$ cat config.mk
export PLATFORM = sky130hd
export DESIGN_NAME = sync_mem_fifo_flat
export DESIGN_NICKNAME = d
export VERILOG_FILES = /design/src/rtl/sync_mem_fifo_if.sv /design/src/rtl/sync_mem_fifo.sv /design/src/flat_wrapper.sv
export SDC_FILE = /design/constraint.sdc
export NUM_CORES = 1
export LEC_CHECK = 0
export BUFFER_PORTS_ARGS = -buffer_cell sky130_fd_sc_hd__buf_4
export CAP_MARGIN = 20
export CORE_AREA = 2 2 205 358
export CTS_BUF_LIST = sky130_fd_sc_hd__clkbuf_16
export DETAILED_ROUTE_END_ITERATION = 8
export DIE_AREA = 0 0 207 360
export PLACE_DENSITY = 0.46
export SLEW_MARGIN = 20
export SYNTH_ARGS = -nofsm -noshare
export SYNTH_HDL_FRONTEND = slang
export SYNTH_SLANG_ARGS = --single-unit
$ cat constraint.sdc
create_clock -name clk -period 4.3 [get_ports clk]
set_clock_uncertainty 0.2 [all_clocks]
set_input_delay 0.43 -clock clk [delete_from_list [all_inputs] [get_ports clk]]
set_output_delay 0.43 -clock clk [all_outputs]
set_load 0.1 [all_outputs]
$ cat src/rtl/sync_mem_fifo_if.sv
// Producer/consumer bundle for sync_mem_fifo.
// The master modport drives pushes/pops; the slave modport is the FIFO side.
interface sync_mem_fifo_if #(
  parameter int WIDTH = 32,
  parameter int DEPTH = 16
);
  localparam int AW = $clog2(DEPTH);

  logic             write_enable;
  logic [WIDTH-1:0] write_data;
  logic             read_enable;
  logic [WIDTH-1:0] read_data;
  logic             read_valid;
  logic             full;
  logic             empty;
  logic             almost_full;
  logic             almost_empty;
  logic [AW:0]      count;
  logic             overflow;
  logic             underflow;
  logic             clear_err;

  modport master (
    output write_enable, write_data,
    output read_enable, clear_err,
    input  read_data, read_valid,
    input  full, empty,
    input  almost_full, almost_empty,
    input  count, overflow, underflow
  );

  modport slave (
    input  write_enable, write_data,
    input  read_enable, clear_err,
    output read_data, read_valid,
    output full, empty,
    output almost_full, almost_empty,
    output count, overflow, underflow
  );
endinterface

$ cat src/rtl/sync_mem_fifo.sv
// Single-clock register-array FIFO with count, thresholds and sticky errors.
// Define FIFO_FWFT_EN for first-word-fall-through reads.
module sync_mem_fifo #(
  parameter int WIDTH         = 32,
  parameter int DEPTH         = 16,
  parameter int AFULL_THRESH  = DEPTH - 2,
  parameter int AEMPTY_THRESH = 2
) (
  input  logic           clk,
  input  logic           rst_n,
  sync_mem_fifo_if.slave bus
);
  localparam int AW = $clog2(DEPTH);
  localparam int CW = AW + 1;

  typedef logic [CW-1:0] ptr_t;

  localparam ptr_t AF_T = ptr_t'(AFULL_THRESH);
  localparam ptr_t AE_T = ptr_t'(AEMPTY_THRESH);

  logic [WIDTH-1:0] mem_q [DEPTH];

  ptr_t wr_ptr_q, wr_ptr_d;
  ptr_t rd_ptr_q, rd_ptr_d;
  ptr_t cnt_q, cnt_d;

  logic full_q, full_d;
  logic empty_q, empty_d;
  logic af_q, af_d;
  logic ae_q, ae_d;
  logic ovf_q, ovf_d;
  logic unf_q, unf_d;

  logic push, pop;

  logic [AW-1:0] wr_idx, rd_idx;

  assign wr_idx = wr_ptr_q[AW-1:0];
  assign rd_idx = rd_ptr_q[AW-1:0];

  always_comb begin
    pop  = bus.read_enable && !empty_q;
    // A pop frees a slot, so a full FIFO still takes a same-cycle push
    push = bus.write_enable && (!full_q || pop);

    wr_ptr_d = wr_ptr_q + ptr_t'(push);
    rd_ptr_d = rd_ptr_q + ptr_t'(pop);

    cnt_d = cnt_q;
    unique case (1'b1)
      (push && !pop): cnt_d = cnt_q + 1'b1;
      (pop && !push): cnt_d = cnt_q - 1'b1;
      default:        cnt_d = cnt_q;
    endcase

    full_d  = (wr_ptr_d[AW-1:0] == rd_ptr_d[AW-1:0])
           && (wr_ptr_d[AW] != rd_ptr_d[AW]);
    empty_d = (wr_ptr_d == rd_ptr_d);
    af_d    = (cnt_d >= AF_T);
    ae_d    = (cnt_d <= AE_T);

    ovf_d = ovf_q | (bus.write_enable & ~push);
    unf_d = unf_q | (bus.read_enable & empty_q);
    if (bus.clear_err) begin
      ovf_d = 1'b0;
      unf_d = 1'b0;
    end
  end

  always_ff @(posedge clk) begin
    if (push) mem_q[wr_idx] <= bus.write_data;
  end

  always_ff @(posedge clk or negedge rst_n) begin
    if (!rst_n) begin
      wr_ptr_q <= '0;
      rd_ptr_q <= '0;
      cnt_q    <= '0;
      full_q   <= 1'b0;
      empty_q  <= 1'b1;
      af_q     <= 1'b0;
      ae_q     <= 1'b1;
      ovf_q    <= 1'b0;
      unf_q    <= 1'b0;
    end else begin
      wr_ptr_q <= wr_ptr_d;
      rd_ptr_q <= rd_ptr_d;
      cnt_q    <= cnt_d;
      full_q   <= full_d;
      empty_q  <= empty_d;
      af_q     <= af_d;
      ae_q     <= ae_d;
      ovf_q    <= ovf_d;
      unf_q    <= unf_d;
    end
  end

`ifdef FIFO_FWFT_EN
  assign bus.read_data  = mem_q[rd_idx];
  assign bus.read_valid = !empty_q;
`else
  logic [WIDTH-1:0] rdata_q;
  logic             rvalid_q;

  always_ff @(posedge clk or negedge rst_n) begin
    if (!rst_n) begin
      rdata_q  <= '0;
      rvalid_q <= 1'b0;
    end else begin
      if (pop) rdata_q <= mem_q[rd_idx];
      rvalid_q <= pop;
    end
  end

  assign bus.read_data  = rdata_q;
  assign bus.read_valid = rvalid_q;
`endif

  assign bus.full         = full_q;
  assign bus.empty        = empty_q;
  assign bus.almost_full  = af_q;
  assign bus.almost_empty = ae_q;
  assign bus.count        = cnt_q;
  assign bus.overflow     = ovf_q;
  assign bus.underflow    = unf_q;
endmodule

$ cat src/flat_wrapper.sv
// flat-port wrapper written by rule: the top's interface ports become plain ports
module sync_mem_fifo_flat 
#(
  parameter int WIDTH         = 32,
  parameter int DEPTH         = 16,
  parameter int AFULL_THRESH  = DEPTH - 2,
  parameter int AEMPTY_THRESH = 2
)
  (clk, rst_n, bus_write_enable, bus_write_data, bus_read_enable, bus_clear_err, bus_read_data, bus_read_valid, bus_full, bus_empty, bus_almost_full, bus_almost_empty, bus_count, bus_overflow, bus_underflow);
  sync_mem_fifo_if #(.WIDTH(WIDTH), .DEPTH(DEPTH)) bus_i ();
  input  logic clk;
  input  logic rst_n;
  input wire logic [$bits(bus_i.write_enable)-1:0] bus_write_enable;
  input wire logic [$bits(bus_i.write_data)-1:0] bus_write_data;
  input wire logic [$bits(bus_i.read_enable)-1:0] bus_read_enable;
  input wire logic [$bits(bus_i.clear_err)-1:0] bus_clear_err;
  output wire logic [$bits(bus_i.read_data)-1:0] bus_read_data;
  output wire logic [$bits(bus_i.read_valid)-1:0] bus_read_valid;
  output wire logic [$bits(bus_i.full)-1:0] bus_full;
  output wire logic [$bits(bus_i.empty)-1:0] bus_empty;
  output wire logic [$bits(bus_i.almost_full)-1:0] bus_almost_full;
  output wire logic [$bits(bus_i.almost_empty)-1:0] bus_almost_empty;
  output wire logic [$bits(bus_i.count)-1:0] bus_count;
  output wire logic [$bits(bus_i.overflow)-1:0] bus_overflow;
  output wire logic [$bits(bus_i.underflow)-1:0] bus_underflow;
  assign bus_i.write_enable = bus_write_enable;
  assign bus_i.write_data = bus_write_data;
  assign bus_i.read_enable = bus_read_enable;
  assign bus_i.clear_err = bus_clear_err;
  assign bus_read_data = bus_i.read_data;
  assign bus_read_valid = bus_i.read_valid;
  assign bus_full = bus_i.full;
  assign bus_empty = bus_i.empty;
  assign bus_almost_full = bus_i.almost_full;
  assign bus_almost_empty = bus_i.almost_empty;
  assign bus_count = bus_i.count;
  assign bus_overflow = bus_i.overflow;
  assign bus_underflow = bus_i.underflow;
  sync_mem_fifo #(.WIDTH(WIDTH), .DEPTH(DEPTH), .AFULL_THRESH(AFULL_THRESH), .AEMPTY_THRESH(AEMPTY_THRESH)) u_core (.clk(clk), .rst_n(rst_n), .bus(bus_i));
endmodule
==> reports/metrics.csv <==
metric,value,unit
status,"complete, no violations",
register bit total from synthesis,566,
Max Cap Viol,0,
drt wl/cell,23.23,microns
post-synth cell types,43,
CP startpoint kind,flop,
buffer depth of the longest clock path,3,
grt total ovfl,0,
PD cells,707.7,nW/um^2
sequential element share of the synthesized area,76.06,%
dpl hpwl,31900,microns
Synth Warn #,0,
critical path type,flop to flop,
synthesis-to-finish area growth,17.80,%
Routed Antenna Nets,0,
FMAX,324.3,MHz
n_diodes,0,
CP required,4.62,ns
initial core utilization,30.73,%
endpoints failing setup,0,
Combinational Power Share,35.5,%
leading area contributor after synthesis,edfxtp_1,
clock root cell,clkbuf_16,
DRC Markers,0,
DP Area,23880,sq um
DP Cell Count,2251,
Yosys top cell area share,69.90,%
vias post-DR,11540,
Die X,207,microns
Max Slew Vio Count,0,
critical-path maximum fanout,11,
routability congestion estimate from global placement,0.7218,
Mapped Nets,1321,
first-pass GRT wire length,81100,microns
Rel. slew slack,29.96,%
Post-synth EDFFs,512,
syn_area_per_cell,17.22,sq um
share of synthesized registers carrying an async set or reset,9.541,%
drt pass-1 iters,5,
Final Critical Period,3.084,ns
number of buffers created by CTS,52,
initial DRC count,638,
P_leak,9.098,nW
clock sinks,566,
Tot GR Track Use,14.62,%
Post-Place Worst Slack,1.206,ns
Detailed Route WL,55390,microns
crit share post-route,71.72,%
post-cts resize count,0,
Die H,360,microns
Mapped Area,21990,sq um
Final Net Count,1461,
overall die area,74520,sq um
H-tree Lvls,2,
initial antenna violation count,0,
Flop pwr share,39.6,%
Hold Buf Count CTS,36,
Finished Cell Area,25910,sq um
ys flop type,edfxtp_1,
final worst slack,1.216,ns
fraction of layout cells with a size suffix above 1,16.10,%
routed vias/inst,4.841,
Synth Instances,1277,
Core Region,71570,sq um
floorplan row count,130,
Int Power,11.27,mW
Tot Pwr,18.34,mW
number of port buffers,80,
unrepaired setup endpoints after global routing,false,
Critical Path AT,3.41,ns
Switching Share,38.55,%
pin count of the biggest net entering global routing,61,
"CTS clk-pin slew, worst paths",0.07,ns
synth top area cells,"edfxtp_1, mux2i_1, dfrtp_1, a22oi_1, a21oi_1",
worst-margin pin slew,1.048,ns
Clock Power Share,25.0,%
Fill cells,6754,
Final Hold Viols,0,
setup TNS,0,ns
maximum VDD drop,0.4287,mV
worst skew pair latency,0.60,ns
path category of the worst min-delay check,primary input to flop,
Top-Level Pins,81,
Non-Filler Instances,2384,
Psw,7.069,mW
setup repair bufs after CTS,0,
CTS tree,yes,
CP Capture Type,flop,
vias in the first global route,11930,
cells in the final DEF (no fill, tap or decap), types with 7 or more instances in the layout:
| cell | instances |
|---|---|
| xnor2_1 | 7 |
| o21ai_0 | 27 |
| xor2_1 | 10 |
| clkbuf_16 | 52 |
| inv_1 | 19 |
| clkinv_1 | 10 |
| nor2_4 | 13 |
| edfxtp_1 | 512 |
| a211oi_1 | 28 |
| nand3_1 | 36 |
| a21oi_1 | 61 |
| nand2_1 | 42 |
| nor2b_1 | 27 |
| ha_1 | 7 |
| clkinv_2 | 11 |
| a221oi_1 | 25 |
| dfrtp_1 | 51 |
| a22oi_1 | 69 |
| mux2i_1 | 229 |
| buf_4 | 122 |
| dlygate4sd3_1 | 36 |
power by group through the flow:
stage	combinational (mW)	sequential, mW	clock (mW)
2_1_floorplan	3.35	8.55	0
3_3_place_gp	6.56	7.37	0
3_5_place_dp	6.60	7.38	0
4_1_cts	6.64	7.27	4.72
5_1_grt	6.94	7.33	4.91
6_report	6.50	7.25	4.58
through the flow:
stage               hold slack (ns)  utilization [%]
floorplan                  -0.06559                -
global placement             0.2870            33.36
detailed placement           0.2990            33.36
CTS                          0.1904            36.20
global route                 0.2540            36.20
finish                       0.2151            36.20
area by class of cell:
class / count / area, sq um / share of cell area (%)
tap: 924 / 1156 / 4.462
sequential: 566 / 16730 / 64.58
multi-input combinational: 625 / 4937 / 19.06
clock inverter: 45 / 372.9 / 1.439
clock buffer: 52 / 1301 / 5.022
timing repair buffer: 163 / 1376 / 5.312
inverter: 9 / 33.78 / 0.1304
final timing paths:
| kind | from | end | slack [ns] | cells past startpoint |
|---|---|---|---|---|
| worst max-delay path | u_core.bus.empty | u_core.bus.almost_empty | 1.22 | 11 |
| worst min-delay path | bus_write_enable | u_core.wr_ptr_q[0] | 0.22 | 4 |
| worst max register to register | u_core.bus.empty | u_core.bus.almost_empty | 1.22 | 11 |
| worst min register to register | u_core.wr_ptr_q[4] | u_core.wr_ptr_q[4] | 0.31 | 2 |
| max in group asynchronous | rst_n | u_core.rd_ptr_q[0] | 2.81 | 2 |
| min in group asynchronous | rst_n | u_core.bus.read_data[14] | 0.34 | 2 |
sequential cells by signal, indices dropped and copies added (netlist names):
register,flops
u_core.mem_q,512
u_core.bus.read_data,32
u_core.bus.count,5
u_core.rd_ptr_q,5
u_core.wr_ptr_q,5
u_core.bus.almost_empty,1
u_core.bus.almost_full,1
u_core.bus.empty,1
u_core.bus.full,1
u_core.bus.overflow,1
u_core.bus.read_valid,1
u_core.bus.underflow,1
worst max-delay path, cell delays in order, from the launching register on:
cell and delay (ns):
dfstp_2 0.54, nand2b_2 0.13, nand2_1 0.06, nand2_1 0.16, ha_1 0.40, xor2_1 0.18
ha_1 0.24, a21oi_2 0.07, or3_1 0.33, a311oi_2 0.30, xnor2_1 0.19, and4_1 0.22
synth_stat cells (2+ instances only):
cell and count:
buf_1 8, buf_2 16, mux2_2 2, a22oi_1 69
a221oi_1 25, a211oi_1 28, dfrtp_1 52, mux2i_1 229
or3_1 2, clkbuf_1 25, o21ai_0 27, nor2_1 18
a21oi_1 61, a32oi_1 6, nand2_1 43, nor3_1 4
nor2b_1 29, buf_4 21, inv_1 9, buf_6 6
edfxtp_1 512, ha_1 7, xnor2_1 7, nand3b_1 3
nand3_1 36, xor2_1 10, dfstp_2 2, a211o_1 2
nand2b_1 4
cell families (layout without fill, tap and decap cells):
family | after synthesis | count (layout) | share of synthesized area [%]
flops | 566 | 566 | 76.06
mux | 231 | 231 | 10.52
compound gates | 225 | 225 | 6.929
simple gates | 145 | 145 | 3.277
buf+inv | 86 | 269 | 2.139
xor+xnor | 17 | 17 | 0.6769
fa+ha+maj | 7 | 7 | 0.3982
layer usage:
metal  vias to the layer above  part of all wire [%]  track usage [%]
met5                         -                     0                0
met4                         0                   2.2            4.258
met3                        70                   2.6            1.736
met2                       185                    55            28.07
met1                      5970                    40            16.80
li1                       5317                     -                -
(Power assumes the default switching activity.)
